<file path="config.mk">
export PLATFORM = sky130hd
export DESIGN_NAME = parity_frame_receiver_flat
export DESIGN_NICKNAME = d
export VERILOG_FILES = /design/src/rtl/parity_frame_receiver_pkg.sv /design/src/rtl/parity_frame_receiver_if.sv /design/src/rtl/parity_frame_receiver.sv /design/src/flat_wrapper.sv
export SDC_FILE = /design/constraint.sdc
export NUM_CORES = 1
export LEC_CHECK = 0
export BUFFER_PORTS_ARGS = -buffer_cell sky130_fd_sc_hd__buf_4
export CAP_MARGIN = 15
export CORE_ASPECT_RATIO = 1.75
export CORE_MARGIN = 5
export CORE_UTILIZATION = 52
export CTS_BUF_LIST = sky130_fd_sc_hd__clkbuf_4
export DETAILED_ROUTE_END_ITERATION = 8
export PLACE_DENSITY = 0.74
export SLEW_MARGIN = 20
export SYNTH_ARGS = -nofsm -noshare
export SYNTH_HDL_FRONTEND = slang
export SYNTH_SLANG_ARGS = --single-unit
</file>
<file path="constraint.sdc">
create_clock -name clk -period 4.76 [get_ports clk]
set_clock_uncertainty 0.05 [all_clocks]
set_input_delay 0.238 -clock clk [delete_from_list [all_inputs] [get_ports clk]]
set_output_delay 0.238 -clock clk [all_outputs]
set_load 0.05 [all_outputs]
</file>
<file path="src/rtl/parity_frame_receiver_pkg.sv">
// Shared types and helpers for the odd-parity serial frame receiver.
// Imported by the interface and the receiver top.
package parity_frame_receiver_pkg;

   typedef enum logic [1:0] {
      IDLE   = 2'd0,
      SHIFT  = 2'd1,
      PARITY = 2'd2,
      HOLD   = 2'd3
   } state_t;

   // A one-bit frame still needs a one-bit counter, so clamp the log at 1.
   function automatic int counter_width(input int w);
      return (w <= 1) ? 1 : $clog2(w);
   endfunction

endpackage

</file>
<file path="src/rtl/parity_frame_receiver_if.sv">
// Bit-level input side, word-level output side and status signals of the receiver.
// The receiver uses the slave modport; the line sampler/consumer side uses master.
interface parity_frame_receiver_if #(
   parameter int width       = 8,
   parameter int count_width = 8
);
   logic                   i_start;
   logic                   i_valid;
   logic                   i_bit;
   logic                   i_ready;
   logic                   i_clear;
   logic                   o_valid;
   logic [width-1:0]       o_data;
   logic                   o_error;
   logic [count_width-1:0] o_error_count;
   logic                   o_framing;
   logic                   o_overrun;

   modport slave (
      input  i_start, i_valid, i_bit, i_ready, i_clear,
      output o_valid, o_data, o_error, o_error_count, o_framing, o_overrun
   );

   modport master (
      output i_start, i_valid, i_bit, i_ready, i_clear,
      input  o_valid, o_data, o_error, o_error_count, o_framing, o_overrun
   );
endinterface

</file>
<file path="src/rtl/parity_frame_receiver.sv">
// Collects width data bits (LSB first) plus an odd-parity bit, then holds the word
// on a valid/ready handshake while tracking parity errors and sticky framing/overrun.
module parity_frame_receiver
   import parity_frame_receiver_pkg::*;
#(
   parameter int width       = 8,
   parameter int count_width = 8
) (
   input  logic                    clk,
   input  logic                    rst,
   parity_frame_receiver_if.slave  bus
);

   localparam int cnt_w = counter_width(width);

   state_t             state;
   logic [width-1:0]   shift_reg;
   logic [cnt_w-1:0]   bit_cnt;
   logic               parity_acc;
   logic               frame_bad;

   assign frame_bad = ~(parity_acc ^ bus.i_bit);

   always_ff @(posedge clk or posedge rst) begin
      if (rst) begin
         state             <= IDLE;
         shift_reg         <= '0;
         bit_cnt           <= '0;
         parity_acc        <= 1'b0;
         bus.o_valid       <= 1'b0;
         bus.o_data        <= '0;
         bus.o_error       <= 1'b0;
         bus.o_error_count <= '0;
         bus.o_framing     <= 1'b0;
         bus.o_overrun     <= 1'b0;
      end else begin
         unique case (state)
            IDLE: begin
               if (bus.i_start) begin
                  state      <= SHIFT;
                  bit_cnt    <= '0;
                  parity_acc <= 1'b0;
               end
            end

            SHIFT, PARITY: begin
               if (bus.i_start) begin
                  state         <= SHIFT;
                  bit_cnt       <= '0;
                  parity_acc    <= 1'b0;
                  bus.o_framing <= 1'b1;
               end else if (bus.i_valid && state == SHIFT) begin
                  shift_reg[bit_cnt] <= bus.i_bit;
                  parity_acc         <= parity_acc ^ bus.i_bit;
                  bit_cnt            <= bit_cnt + cnt_w'(1);
                  if (bit_cnt == cnt_w'(width - 1))
                     state <= PARITY;
               end else if (bus.i_valid) begin
                  bus.o_data  <= shift_reg;
                  bus.o_error <= frame_bad;
                  bus.o_valid <= 1'b1;
                  state       <= HOLD;
                  if (frame_bad && !(&bus.o_error_count))
                     bus.o_error_count <= bus.o_error_count + count_width'(1);
               end
            end

            HOLD: begin
               if (bus.i_ready) begin
                  bus.o_valid <= 1'b0;
                  if (bus.i_start) begin
                     state      <= SHIFT;
                     bit_cnt    <= '0;
                     parity_acc <= 1'b0;
                  end else begin
                     state <= IDLE;
                  end
               end else if (bus.i_start) begin
                  bus.o_overrun <= 1'b1;
               end
            end

            default: state <= IDLE;
         endcase

         // Placed last so a host clear beats any same-cycle increment or flag set.
         if (bus.i_clear) begin
            bus.o_error_count <= '0;
            bus.o_framing     <= 1'b0;
            bus.o_overrun     <= 1'b0;
         end
      end
   end

endmodule

</file>
<file path="src/flat_wrapper.sv">
// flat-port wrapper written by rule: the top's interface ports become plain ports
module parity_frame_receiver_flat import parity_frame_receiver_pkg::*;
#(
   parameter int width       = 8,
   parameter int count_width = 8
)
  (clk, rst, bus_i_start, bus_i_valid, bus_i_bit, bus_i_ready, bus_i_clear, bus_o_valid, bus_o_data, bus_o_error, bus_o_error_count, bus_o_framing, bus_o_overrun);
  parity_frame_receiver_if #(.width(width), .count_width(count_width)) bus_i ();
  input  logic clk;
  input  logic rst;
  input wire logic [$bits(bus_i.i_start)-1:0] bus_i_start;
  input wire logic [$bits(bus_i.i_valid)-1:0] bus_i_valid;
  input wire logic [$bits(bus_i.i_bit)-1:0] bus_i_bit;
  input wire logic [$bits(bus_i.i_ready)-1:0] bus_i_ready;
  input wire logic [$bits(bus_i.i_clear)-1:0] bus_i_clear;
  output wire logic [$bits(bus_i.o_valid)-1:0] bus_o_valid;
  output wire logic [$bits(bus_i.o_data)-1:0] bus_o_data;
  output wire logic [$bits(bus_i.o_error)-1:0] bus_o_error;
  output wire logic [$bits(bus_i.o_error_count)-1:0] bus_o_error_count;
  output wire logic [$bits(bus_i.o_framing)-1:0] bus_o_framing;
  output wire logic [$bits(bus_i.o_overrun)-1:0] bus_o_overrun;
  assign bus_i.i_start = bus_i_start;
  assign bus_i.i_valid = bus_i_valid;
  assign bus_i.i_bit = bus_i_bit;
  assign bus_i.i_ready = bus_i_ready;
  assign bus_i.i_clear = bus_i_clear;
  assign bus_o_valid = bus_i.o_valid;
  assign bus_o_data = bus_i.o_data;
  assign bus_o_error = bus_i.o_error;
  assign bus_o_error_count = bus_i.o_error_count;
  assign bus_o_framing = bus_i.o_framing;
  assign bus_o_overrun = bus_i.o_overrun;
  parity_frame_receiver #(.width(width), .count_width(count_width)) u_core (.clk(clk), .rst(rst), .bus(bus_i));
endmodule
</file>
**Word level (Yosys, flattened, before mapping)**

Cells that the tools add are included.

- Register bits: 34
- Bits in latches: 0
- RAM bits: 0
- Memory bits (read-only): 0
- Bits of input ports: 7
- Output and inout port bits: 20
- Word-level logic and storage cells: 92
- Memories: 0

- $add $sub $neg: 2
- Multipliers: 0
- Divide/modulo/power cells: 0
- Magnitude comparators: 2
- Equality and inequality tests: 15
- Shift-type cells: 0
- Muxes and demuxes: 38
- Bitwise logic cells: 4
- Reductions and logical operators: 21

Operators by type and width:

| kind | number |
|---|---|
| $mux 8 | 6 |
| $mux 1 | 16 |
| $mux 2 | 6 |
| $mux 3 | 4 |
| $ne 2x2->1 const B | 6 |
| $reduce_bool 2->1 | 6 |
| $reduce_and 5->1 | 2 |
| $pmux 3 s3 | 1 |
| $add 8x1->8 const B | 1 |
| $bwmux 8 | 1 |
| $reduce_and 4->1 | 2 |
| $reduce_and 8->1 | 1 |
| $pmux 2 s3 | 1 |
| $reduce_and 3->1 | 2 |
| $eq 2x2->1 const B | 2 |
| $lt 3x4->1 const B | 1 |
| $ne 2x1->1 const B | 2 |
| $ne 4x3->1 const B | 1 |
| $ne 4x4->1 const B | 1 |
| $reduce_and 2->1 | 2 |
| $add 3x1->3 const B | 1 |
| $demux 1 s3 | 1 |
| $eq 3x3->1 const B | 1 |
| $ge 3x1->1 const B | 1 |
| 10 further kinds | 14 |

**Logic depth before layout (Yosys ltp)**

Gate-level depths: netlist of the first run.

- Word-level depth: 9
- Gate-level depth with buffers: 7
- Gate-level depth less buffers: 6

**Worst setup path after synthesis of the first run**

No wires, ideal clock.

- Kind: flip-flop to flip-flop
- Start point: register u_core.state[0]
- End point: register u_core.bus.o_error_count[4]
- Library setup time: 0.128 ns
- Arrival time: 1.838 ns
- Required time: 4.582 ns
- Path slack: 2.745 ns
- Cell stages (with the launch flop): 8
- Clock period less this slack: 2.015 ns
- Path through: dfrtp_1 inv_1 ha_1 buf_2 and4bb_2 nand3_1 a311oi_1 mux2_1

- Longest elaborated chain between the ends: 4
- Elaborated cells between the ends (all ways): 7
- Those cells by class: 3 x eq/ne; 4 x reduce/logical

Ends and longest elaborated chain:

| what | RTL line | source |
|---|---|---|
| start: declaration | parity_frame_receiver.sv:16 | `state_t state;` |
| start signal: assignment | parity_frame_receiver.sv:26 | `state <= IDLE;` |
| start signal: assignment | parity_frame_receiver.sv:40 | `state <= SHIFT;` |
| start signal: assignment | parity_frame_receiver.sv:48 | `state <= SHIFT;` |
| $eq 2x1->1 / $eq 2x2->1 (equally long branches) | parity_frame_receiver.sv:37, parity_frame_receiver.sv:52 |  |
| $logic_and 1x1->1 / $reduce_or 2->1 (equally long branches) | parity_frame_receiver.sv:52, parity_frame_receiver.sv:37 |  |
| $ne 2x2->1 (no line) / $reduce_bool 2->1 (equally long branches) | -- |  |
| $reduce_and 5->1 (no line) * | -- |  |
| end signal: assignment | parity_frame_receiver.sv:64 | `bus.o_error_count <= bus.o_error_count + count_width'(1);` |
| end: declaration | parity_frame_receiver_if.sv:21 | `output o_valid, o_data, o_error, o_error_count, o_framing, o_overrun` |

Mark *: on every way between the ends. The rest lies on a longest branch, timed or not.
A chain may end at the register's enable or synchronous reset.

**Worst setup path in the final report of the first run**

Ends and elaborated chain as after synthesis.

==> results of run 1 <==
[cell families after synthesis]
| group | Yosys count |
|---|---|
| AOI/OAI and AO/OA | 26 |
| buffers and inverters | 15 |
| adders and majority gates | 7 |
| muxes | 21 |
| and+or+nand+nor | 55 |
| xor gates and xnor gates | 1 |
| DFF | 34 |
[Yosys cell counts, drive strengths merged]
cell / instances / share of area
dfrtp: 34 / 0.50
mux2: 20 / 0.13
nor2: 13 / 0.029
a21oi: 10 / 0.029
o21ai: 10 / 0.029
inv: 9 / 0.020
nand3: 8 / 0.023
ha: 7 / 0.051
nand2: 7 / 0.020
nand2b: 5 / 0.018
nor3: 5 / 0.015
buf: 4 / 0.019
nor2b: 3 / 0.011
and4: 2 / 0.012
clkbuf: 2 / 0.0044
nor4: 2 / 0.0073
o31ai: 2 / 0.0088
or3: 2 / 0.0073
or4: 2 / 0.0088
a311oi: 1 / 0.0051
a31oi: 1 / 0.0037
and3: 1 / 0.0044
and4bb: 1 / 0.0073
mux2i: 1 / 0.0058
nand4: 1 / 0.0037
nand4b: 1 / 0.0051
nor3b: 1 / 0.0044
o21bai: 1 / 0.0044
o41ai: 1 / 0.0051
or3b: 1 / 0.0051
xnor2: 1 / 0.0051
[power groups by stage]
stage	registers [mW]	logic, mW	clock network [mW]
after floorplan	0.491	0.193	0
after global placement	0.398	0.369	0
final	0.396	0.384	0.266
after detailed placement	0.402	0.384	0
after global routing	0.405	0.421	0.283
after CTS	0.397	0.387	0.274
[cell usage in the layout, fill, tap and decap left out]
cell type | Yosys | layout
nor3_1 | 5 | 5
mux2i_1 | 1 | 1
xnor2_1 | 1 | 1
clkbuf_4 | 0 | 5
nand2_4 | 1 | 1
ha_1 | 7 | 7
clkinv_4 | 0 | 1
and4bb_2 | 1 | 1
a311oi_1 | 1 | 1
nand4_1 | 1 | 1
o31ai_1 | 2 | 2
nor2b_1 | 3 | 3
nand4b_1 | 1 | 1
buf_4 | 0 | 27
or4_1 | 2 | 2
mux2_1 | 2 | 2
dfrtp_1 | 34 | 34
and3_2 | 1 | 1
or3b_1 | 1 | 1
dlygate4sd3_1 | 0 | 1
o21bai_1 | 1 | 1
inv_1 | 9 | 9
mux2_2 | 18 | 18
bufinv_16 | 0 | 2
nor2_1 | 13 | 13
a31oi_1 | 1 | 1
nor3b_1 | 1 | 1
o21ai_0 | 10 | 10
nor4_1 | 2 | 2
a21oi_1 | 10 | 10
nand2b_1 | 5 | 5
and4_4 | 1 | 1
or3_1 | 2 | 2
and4_1 | 1 | 1
nand2_1 | 6 | 6
nand3_1 | 8 | 8
o41ai_1 | 1 | 1
[worst max path at each step]
stage	start	cells after the start	endpoint
6_report	u_core.state[0]$_DFFE_PP0P_	6	u_core.bus.o_error_count[4]$_DFFE_PP0P_
5_1_grt	u_core.state[0]$_DFFE_PP0P_	6	u_core.bus.o_error_count[4]$_DFFE_PP0P_
4_1_cts	u_core.state[0]$_DFFE_PP0P_	6	u_core.bus.o_error_count[4]$_DFFE_PP0P_
3_5_place_dp	u_core.state[0]$_DFFE_PP0P_	6	u_core.bus.o_error_count[4]$_DFFE_PP0P_
3_3_place_gp	u_core.state[0]$_DFFE_PP0P_	6	u_core.bus.o_error_count[4]$_DFFE_PP0P_
2_1_floorplan	u_core.state[0]$_DFFE_PP0P_	7	u_core.bus.o_error_count[4]$_DFFE_PP0P_
[final cells by class]
| cell class | count | area (um^2) |
|---|---|---|
| Clock buffer | 5 | 37.5 |
| Clock inverter | 3 | 68.8 |
| Fill cell | 273 | 1130 |
| Inverter | 9 | 33.8 |
| Multi-Input combinational cell | 110 | 787 |
| Sequential cell | 34 | 851 |
| Tap cell | 43 | 53.8 |
| Timing Repair Buffer | 28 | 213 |
[per-layer routing]
layer / track usage / wire (um) / vias up
li1: - / - / 620
met2: 0.316 / 1930 / 28
met5: 0 / 0 / -
met3: 0.0522 / 148 / 6
met1: 0.175 / 1310 / 624
met4: 0.0744 / 57 / 0
[stage by stage]
step / area (um^2) / worst slack (ns) / utilization / power, mW / hold slack, ns
2_1_floorplan: 1710 / 2.74 / - / 0.684 / 0.330
3_3_place_gp: 1930 / 2.45 / 0.607 / 0.767 / 0.299
3_5_place_dp: 1930 / 2.36 / 0.607 / 0.787 / 0.308
4_1_cts: 2040 / 2.34 / 0.644 / 1.06 / 0.0742
5_1_grt: 2040 / 2.15 / 0.644 / 1.11 / 0.0833
6_report: 2040 / 2.35 / 0.644 / 1.05 / 0.0886
==> run_results.csv, run 1 <==
group,metric,value,unit
synth,ys_warn_count,0,
clock_tree,worstSkewPairLatency,0.35,ns
global_routing,antenna_found_initial,0,
floorplanning,ios,27,
synth,synthXorXnorAreaFrac,0.00512,
worst_setup_path,crit_path_end_kind,"flop",
timing,fin_crit,2.41,ns
synth,syn_area_per_cell,10.8,um^2
layout,n_antenna_cell,0,
timing,fmax,415,MHz
synth,synthAdderAreaFrac,0.0512,
hold_path,whs_endpoint,"u_core.bus.o_error_count[1]$_DFFE_PP0P_",
clock_tree,holdBufCountCts,1,
clock_tree,cts_tree,"yes",
detailed_routing,vias,1278,
placed_design,gp_congestion,0.716,
power,p_leak,0.992,nW
floorplanning,die_y,85.9,um
global_routing,grt_remaining_overflow,0,
power,swShare,0.373,
synth,synth_top_family_by_area,"simple AND/OR/NAND/NOR gates",
synth,ys_seq_area_frac,0.497,
hold_path,hold_path_depth,2,
clock_tree,cts.sinks,34,
power,ir_drop,0.381,mV
floorplanning,dieArea,0.00458,mm^2
global_routing,grt_start_max_net_pins,35,
worst_setup_path,critPathKind,"reg2reg",
timing,rsz0062_at_grt,"false",
timing,tns,0,ns
clock_tree,root_buffer,"clkbuf_4",
detailed_routing,vias_per_cell,5.51,
synth,syn-num-nets,173,
power,power.switching,0.391,mW
run,drv_cap,0,
timing,slew_headroom,0.720,
layout,layout-drive-gt1-share,0.302,
worst_setup_path,r2r_slack,2.35,ns
power,powerDensity,512,mW/mm^2
layout,finalNonFillerCells,232,
power,intPower,0.656,mW
synth,synth_seq_cells,34,
placed_design,placed_cells,223,
worst_setup_path,required,4.95,ns
clock_tree,cts_made_buffers,5,
worst_setup_path,critPathBufInv,1,
synth,netlist_area,0.00171,mm^2
synth,yosys-mux-area-fraction,0.137,
worst_setup_path,r2r-start,"u_core.state[0]$_DFFE_PP0P_",
detailed_routing,drcViolationCount,0,
power,seq_power_share,0.378,
synth,synth_compound_area_frac,0.0855,
detailed_routing,wl_per_cell,14.8,um
detailed_routing,ant_nets,0,
detailed_routing,drt_iter0_drc,33,
timing,drv_slew,0,
placed_design,place_hpwl,2530,um
synth,ys_types,35,
worst_setup_path,path_delay_family,"simple AND/OR/NAND/NOR gates",
clock_tree,cts_resized,0,
worst_setup_path,arrival,2.60,ns
detailed_routing,routed_wl,3440,um
power,p_comb_frac,0.367,
timing,worst_pin_slew,0.420,ns
detailed_routing,firstDrtPassIters,4,
timing,hold_violations,0,
global_routing,grt_pass1_wl,5820,um
placed_design,portBuffers,26,
layout,area_growth,19.4,%
worst_setup_path,cp_slowest_stage_delay,0.53,ns
worst_setup_path,slowest_stage,"and4bb_2",
worst_setup_path,rr_worst_depth,6,
timing,fin_crit_sh,0.507,
clock_tree,post_cts_buffers,0,
power,p_clk_frac,0.255,
global_routing,grt_pass1_vias,1315,
worst_setup_path,cp-start-kind,"flop",
hold_path,holdCritPathClass,"in2reg",
layout,finalNetCount,202,
clock_tree,htreeDepth,2,
synth,syn_inst,159,
worst_setup_path,worstPathCellList,"inv_1 -> ha_1 -> and4bb_2 -> nand3_1 -> a311oi_1 -> mux2_1",
worst_setup_path,r2r_end,"u_core.bus.o_error_count[4]$_DFFE_PP0P_",
floorplanning,fp.coreArea,0.00318,mm^2
worst_setup_path,path_max_fanout,13,
global_routing,grt_util_all_layers,0.174,
floorplanning,start_util,0.539,
floorplanning,rows,27,
status,outcome,"finished clean",
floorplanning,chipWidth,53.4,um
clock_tree,clockBufferDepth,2,
synth,synth-simple-area-share,0.181,
clock_tree,clk_pin_slew,0.12,ns
timing,setup_viol,0,
hold_path,worstHoldStart,"bus_i_clear",
No activity file was read; power rests on OpenSTA's default activity.
==> run 2, diff against run 1 <==
- clock period: 4.76 -> 2.4 ns (I/O delays scaled with it)
==> run 2 against run 1 <==
  * Combinational power up 110%
  * Total power up 80%
  * Critical path depth unchanged
  * Maximum frequency up 15%
  * Utilization down 0.87 points
  * Die area unchanged
  * Highest routed layer unchanged
  * Global-route usage up 0.25 points
==> run_results.csv, run 2 (synthesis results as in run 1) <==
group,metric,value,unit
timing,fin_crit_sh,0.874,
global_routing,grt_pass1_vias,1340,
detailed_routing,ant_nets,0,
hold_path,hold_path_depth,3,
detailed_routing,drt_iter0_drc,34,
placed_design,place_hpwl,2560,um
floorplanning,die_y,85.9,um
status,outcome,"finished clean",
detailed_routing,vias,1294,
clock_tree,post_cts_buffers,0,
global_routing,grt_util_all_layers,0.177,
layout,area_growth,17.8,%
clock_tree,clk_pin_slew,0.10,ns
worst_setup_path,path_delay_family,"simple AND/OR/NAND/NOR gates",
run,drv_cap,0,
placed_design,placed_area,0.00194,mm^2
worst_setup_path,critPathBufInv,1,
worst_setup_path,cp-start-kind,"flop",
layout,mostFrequentLayoutCell,"dfrtp_1",
detailed_routing,firstDrtPassIters,4,
worst_setup_path,path_max_fanout,5,
timing,slew_headroom,0.715,
layout,final_cell_mix,"34 x dfrtp_1, 29 x buf_4, 18 x mux2_2",
worst_setup_path,cp_slowest_stage_delay,0.41,ns
worst_setup_path,r2r_slack,0.30,ns
layout,fin_area,0.00202,mm^2
timing,setup_viol,0,
global_routing,grt_remaining_overflow,0,
hold_path,whs_endpoint,"u_core.bus.o_overrun$_DFFE_PP0P_",
global_routing,antenna_found_initial,0,
timing,worst_pin_slew,0.427,ns
timing,fmax,477,MHz
timing,fin_crit,2.10,ns
detailed_routing,vias_per_cell,5.51,
worst_setup_path,arrival,2.28,ns
placed_design,gp_congestion,0.831,
power,p_leak,0.984,nW
worst_setup_path,r2r_end,"u_core.bus.o_error_count[4]$_DFFE_PP0P_",
floorplanning,chipWidth,53.4,um
worst_setup_path,worstPathCellList,"inv_1 -> ha_1 -> and4bb_2 -> nand3_1 -> a311oi_1 -> mux2_1",
layout,layout-drive-gt1-share,0.302,
floorplanning,dieArea,0.00458,mm^2
clock_tree,cts.sinks,34,
timing,setup_slack,0.302,ns
timing,rsz0062_at_grt,"false",
floorplanning,rows,27,
power,ir_drop,0.615,mV
floorplanning,start_util,0.539,
clock_tree,cts_resized,0,
worst_setup_path,rr_worst_depth,6,
detailed_routing,drcViolationCount,0,
floorplanning,fp.coreArea,0.00318,mm^2
layout,finalNetCount,205,
timing,hold_violations,0,
clock_tree,htreeDepth,2,
placed_design,pre_cts_ws,0.281,ns
worst_setup_path,slowest_stage,"dfrtp_1",
power,powerDensity,932,mW/mm^2
clock_tree,holdBufCountCts,2,
floorplanning,ios,27,
worst_setup_path,r2r-start,"u_core.state[0]$_DFFE_PP0P_",
detailed_routing,routed_wl,3410,um
global_routing,grt_pass1_wl,5870,um
global_routing,grt_start_max_net_pins,35,
clock_tree,worstSkewPairLatency,0.34,ns
timing,drv_slew,0,
clock_tree,cts_made_buffers,5,
clock_tree,root_buffer,"clkbuf_4",
detailed_routing,wl_per_cell,14.5,um
timing,tns,0,ns
worst_setup_path,required,2.58,ns
worst_setup_path,crit_path_end_kind,"flop",
worst_setup_path,critPathKind,"reg2reg",
hold_path,worstHoldStart,"bus_i_start",
hold_path,holdCritPathClass,"in2reg",
layout,n_antenna_cell,0,
placed_design,portBuffers,26,
clock_tree,clockBufferDepth,2,
power,p_total,1.88,mW
clock_tree,cts_tree,"yes",
==> run 2: cell count changes in the layout (fill, tap and decap cells not counted), sizes merged <==
cell and delta:
buf +2, bufinv -2, clkbuf +1, clkinv +1, dlygate4sd3 +1
==> run 2: where the power goes <==
group	internal (mW)	switching, mW
Combinational	0.297	0.491
Sequential	0.697	0.0902
Clock	0.121	0.185
Total	1.11	0.766
==> run 2: final cells by class <==
cell class              count  area, um^2
clock buffers               6        45.0
repair buffers             31         238
fillers                   293        1160
well taps                  43        53.8
flip-flops and latches     34         851
inverters                   9        33.8
multi-input cells         110         787
clock inverters             2        8.76
==> run 2: worst reg2reg max path: stages (launching register included) <==
cell      delay [ns]
dfrtp_1         0.41
inv_1           0.09
ha_1            0.33
and4bb_2        0.32
nand3_1         0.12
a311oi_1        0.34
mux2_1          0.35
==> run 2: worst max-delay path by stage <==
stage                                            from                                      end  slack [ns]  depth (start not counted)
after detailed placement  u_core.state[0]$_DFFE_PP0P_  u_core.bus.o_error_count[4]$_DFFE_PP0P_        0.28                          6
after global routing      u_core.state[0]$_DFFE_PP0P_  u_core.bus.o_error_count[4]$_DFFE_PP0P_        0.18                          6
final                     u_core.state[0]$_DFFE_PP0P_  u_core.bus.o_error_count[4]$_DFFE_PP0P_        0.30                          6
after floorplan           u_core.state[0]$_DFFE_PP0P_  u_core.bus.o_error_count[4]$_DFFE_PP0P_        0.38                          7
after CTS                 u_core.state[0]$_DFFE_PP0P_  u_core.bus.o_error_count[4]$_DFFE_PP0P_        0.27                          6
after global placement    u_core.state[0]$_DFFE_PP0P_  u_core.bus.o_error_count[4]$_DFFE_PP0P_        0.43                          6
==> run 2: per-layer routing <==
| layer | wire [um] | track usage |
|---|---|---|
| met1 | 1240 | 0.176 |
| met2 | 1930 | 0.321 |
| met3 | 135 | 0.0487 |
| met4 | 102 | 0.0837 |
| met5 | 0 | 0 |
==> run 2: metrics by stage <==
| stage | utilization | std cells | hold slack (ns) |
|---|---|---|---|
| floorplan | - | 159 | 0.212 |
| global placement | 0.612 | 225 | 0.186 |
| detailed placement | 0.612 | 225 | 0.196 |
| CTS | 0.635 | 235 | 0.0327 |
| global route | 0.635 | 235 | 0.0522 |
| finish | 0.635 | 235 | 0.0414 |
==> run 3, diff against run 2 <==
- CORE_MARGIN: 5 -> not set
==> run 3 against run 2 <==
  * Sequential share of layout area did not move
  * Critical path depth did not move
  * Cell count did not move
  * Count of clock-buffer cells in the layout did not move
  * Register-to-register slack got worse by 0.07 ns
  * Clock power barely moved
  * Routed wire length fell by 3.7%
  * Critical path type unchanged
  * Critical endpoint unchanged
  * Largest cell class unchanged
  * Highest routed layer unchanged
==> run_results.csv, run 3 (synthesis results as in run 1) <==
group,metric,value,unit
clock_tree,cts_tree,"yes",
status,outcome,"finished clean",
timing,fin_crit,2.17,ns
run,drv_cap,0,
detailed_routing,drcViolationCount,0,
worst_setup_path,r2r_end,"u_core.bus.o_error_count[4]$_DFFE_PP0P_",
hold_path,worstHoldStart,"bus_i_ready",
layout,n_antenna_cell,0,
timing,setup_viol,0,
layout,fill_cells,273,
power,powerDensity,928,mW/mm^2
worst_setup_path,cp-start-kind,"flop",
placed_design,place_hpwl,2530,um
power,ir_drop,0.700,mV
worst_setup_path,rr_worst_depth,6,
detailed_routing,firstDrtPassIters,4,
clock_tree,htreeDepth,2,
layout,seq_area,851,um^2
worst_setup_path,required,2.59,ns
worst_setup_path,r2r_slack,0.23,ns
timing,fin_crit_sh,0.903,
timing,fmax,461,MHz
timing,hold_violations,0,
clock_tree,cts.sinks,34,
layout,multiInputGateArea,787,um^2
worst_setup_path,path_delay_family,"simple AND/OR/NAND/NOR gates",
timing,worst_pin_slew,0.420,ns
placed_design,gp_congestion,0.841,
floorplanning,dieArea,0.00353,mm^2
clock_tree,post_cts_buffers,0,
detailed_routing,vias_per_cell,5.54,
clock_tree,clk_pin_slew,0.10,ns
worst_setup_path,critPathBufInv,1,
hold_path,holdCritPathClass,"in2reg",
clock_tree,holdBufCountCts,2,
global_routing,grt_start_max_net_pins,35,
worst_setup_path,path_max_fanout,9,
global_routing,grt_util_all_layers,0.229,
floorplanning,chipWidth,45.4,um
clock_tree,root_buffer,"clkbuf_4",
detailed_routing,drt_iter0_drc,26,
layout,layout-drive-gt1-share,0.302,
layout,area_growth,17.8,%
clock_tree,clockBufferDepth,2,
clock_tree,worstSkewPairLatency,0.35,ns
timing,drv_slew,0,
detailed_routing,vias,1302,
global_routing,grt_pass1_wl,5850,um
detailed_routing,ant_nets,0,
floorplanning,start_util,0.545,
floorplanning,ios,27,
global_routing,grt_remaining_overflow,0,
clock_tree,cts_made_buffers,5,
floorplanning,die_y,77.9,um
worst_setup_path,critPathKind,"reg2reg",
worst_setup_path,worstPathCellList,"inv_1 -> ha_1 -> and4bb_2 -> nand3_1 -> a311oi_1 -> mux2_1",
timing,setup_slack,0.232,ns
timing,slew_headroom,0.720,
layout,mostFrequentLayoutCell,"dfrtp_1",
detailed_routing,wl_per_cell,14.0,um
global_routing,antenna_found_initial,0,
worst_setup_path,arrival,2.36,ns
power,p_leak,0.985,nW
global_routing,grt_pass1_vias,1344,
timing,rsz0062_at_grt,"false",
floorplanning,rows,27,
placed_design,pre_cts_ws,0.241,ns
placed_design,portBuffers,26,
layout,finalNetCount,205,
floorplanning,fp.coreArea,0.00314,mm^2
worst_setup_path,slowest_stage,"ha_1",
worst_setup_path,crit_path_end_kind,"flop",
worst_setup_path,cp_slowest_stage_delay,0.44,ns
hold_path,hold_path_depth,4,
clock_tree,cts_resized,0,
hold_path,whs_endpoint,"u_core.bus.o_valid$_DFFE_PP0P_",
layout,final_cell_mix,"34 x dfrtp_1, 29 x buf_4, 18 x mux2_2",
worst_setup_path,r2r-start,"u_core.state[0]$_DFFE_PP0P_",
detailed_routing,routed_wl,3290,um
timing,tns,0,ns
## run 3: cell type report
| cell class | count | share of cell area |
|---|---|---|
| Multi-Input combinational cell | 110 | 0.390 |
| Timing Repair Buffer | 31 | 0.118 |
| Tap cell | 43 | 0.0267 |
| Sequential cell | 34 | 0.422 |
| Inverter | 9 | 0.0167 |
| Clock inverter | 2 | 0.00434 |
| Clock buffer | 6 | 0.0223 |
## run 3: metrics by stage
step           power [mW]  area (um^2)  cells   util  hold slack [ns]
2_1_floorplan        1.36         1710    159      -            0.212
5_1_grt              2.00         2020    235  0.642           0.0314
6_report             1.87         2020    235  0.642           0.0269
3_3_place_gp         1.53         1940    225  0.618            0.185
3_5_place_dp         1.57         1940    225  0.618            0.194
4_1_cts              1.88         2020    235  0.642           0.0204
## run 3: where the power goes
group / internal (mW) / switching [mW]
sequential: 0.697 / 0.0917
clock: 0.121 / 0.188
combinational: 0.289 / 0.485
## run 3: routing by layer
| layer | GRT usage | routed length (um) | vias to the layer above |
|---|---|---|---|
| li1 | - | - | 626 |
| met1 | 0.238 | 1280 | 636 |
| met2 | 0.409 | 1830 | 30 |
| met3 | 0.0581 | 92 | 10 |
| met4 | 0.100 | 86 | 0 |
| met5 | 0 | 0 | - |
## run 3: how the worst max path moves through the flow
stage | from | cells past startpoint | endpoint
after CTS | u_core.state[0]$_DFFE_PP0P_ | 6 | u_core.bus.o_error_count[5]$_DFFE_PP0P_
after global routing | u_core.state[0]$_DFFE_PP0P_ | 6 | u_core.bus.o_error_count[4]$_DFFE_PP0P_
after global placement | u_core.state[0]$_DFFE_PP0P_ | 6 | u_core.bus.o_error_count[5]$_DFFE_PP0P_
after detailed placement | u_core.state[0]$_DFFE_PP0P_ | 6 | u_core.bus.o_error_count[5]$_DFFE_PP0P_
after floorplan | u_core.state[0]$_DFFE_PP0P_ | 7 | u_core.bus.o_error_count[4]$_DFFE_PP0P_
final | u_core.state[0]$_DFFE_PP0P_ | 6 | u_core.bus.o_error_count[4]$_DFFE_PP0P_
## run 3: tightest hold or removal path: stages
cell     delay [ns]
buf_4          0.09
o21ai_0        0.07
nand2_1        0.07
a21oi_1        0.06
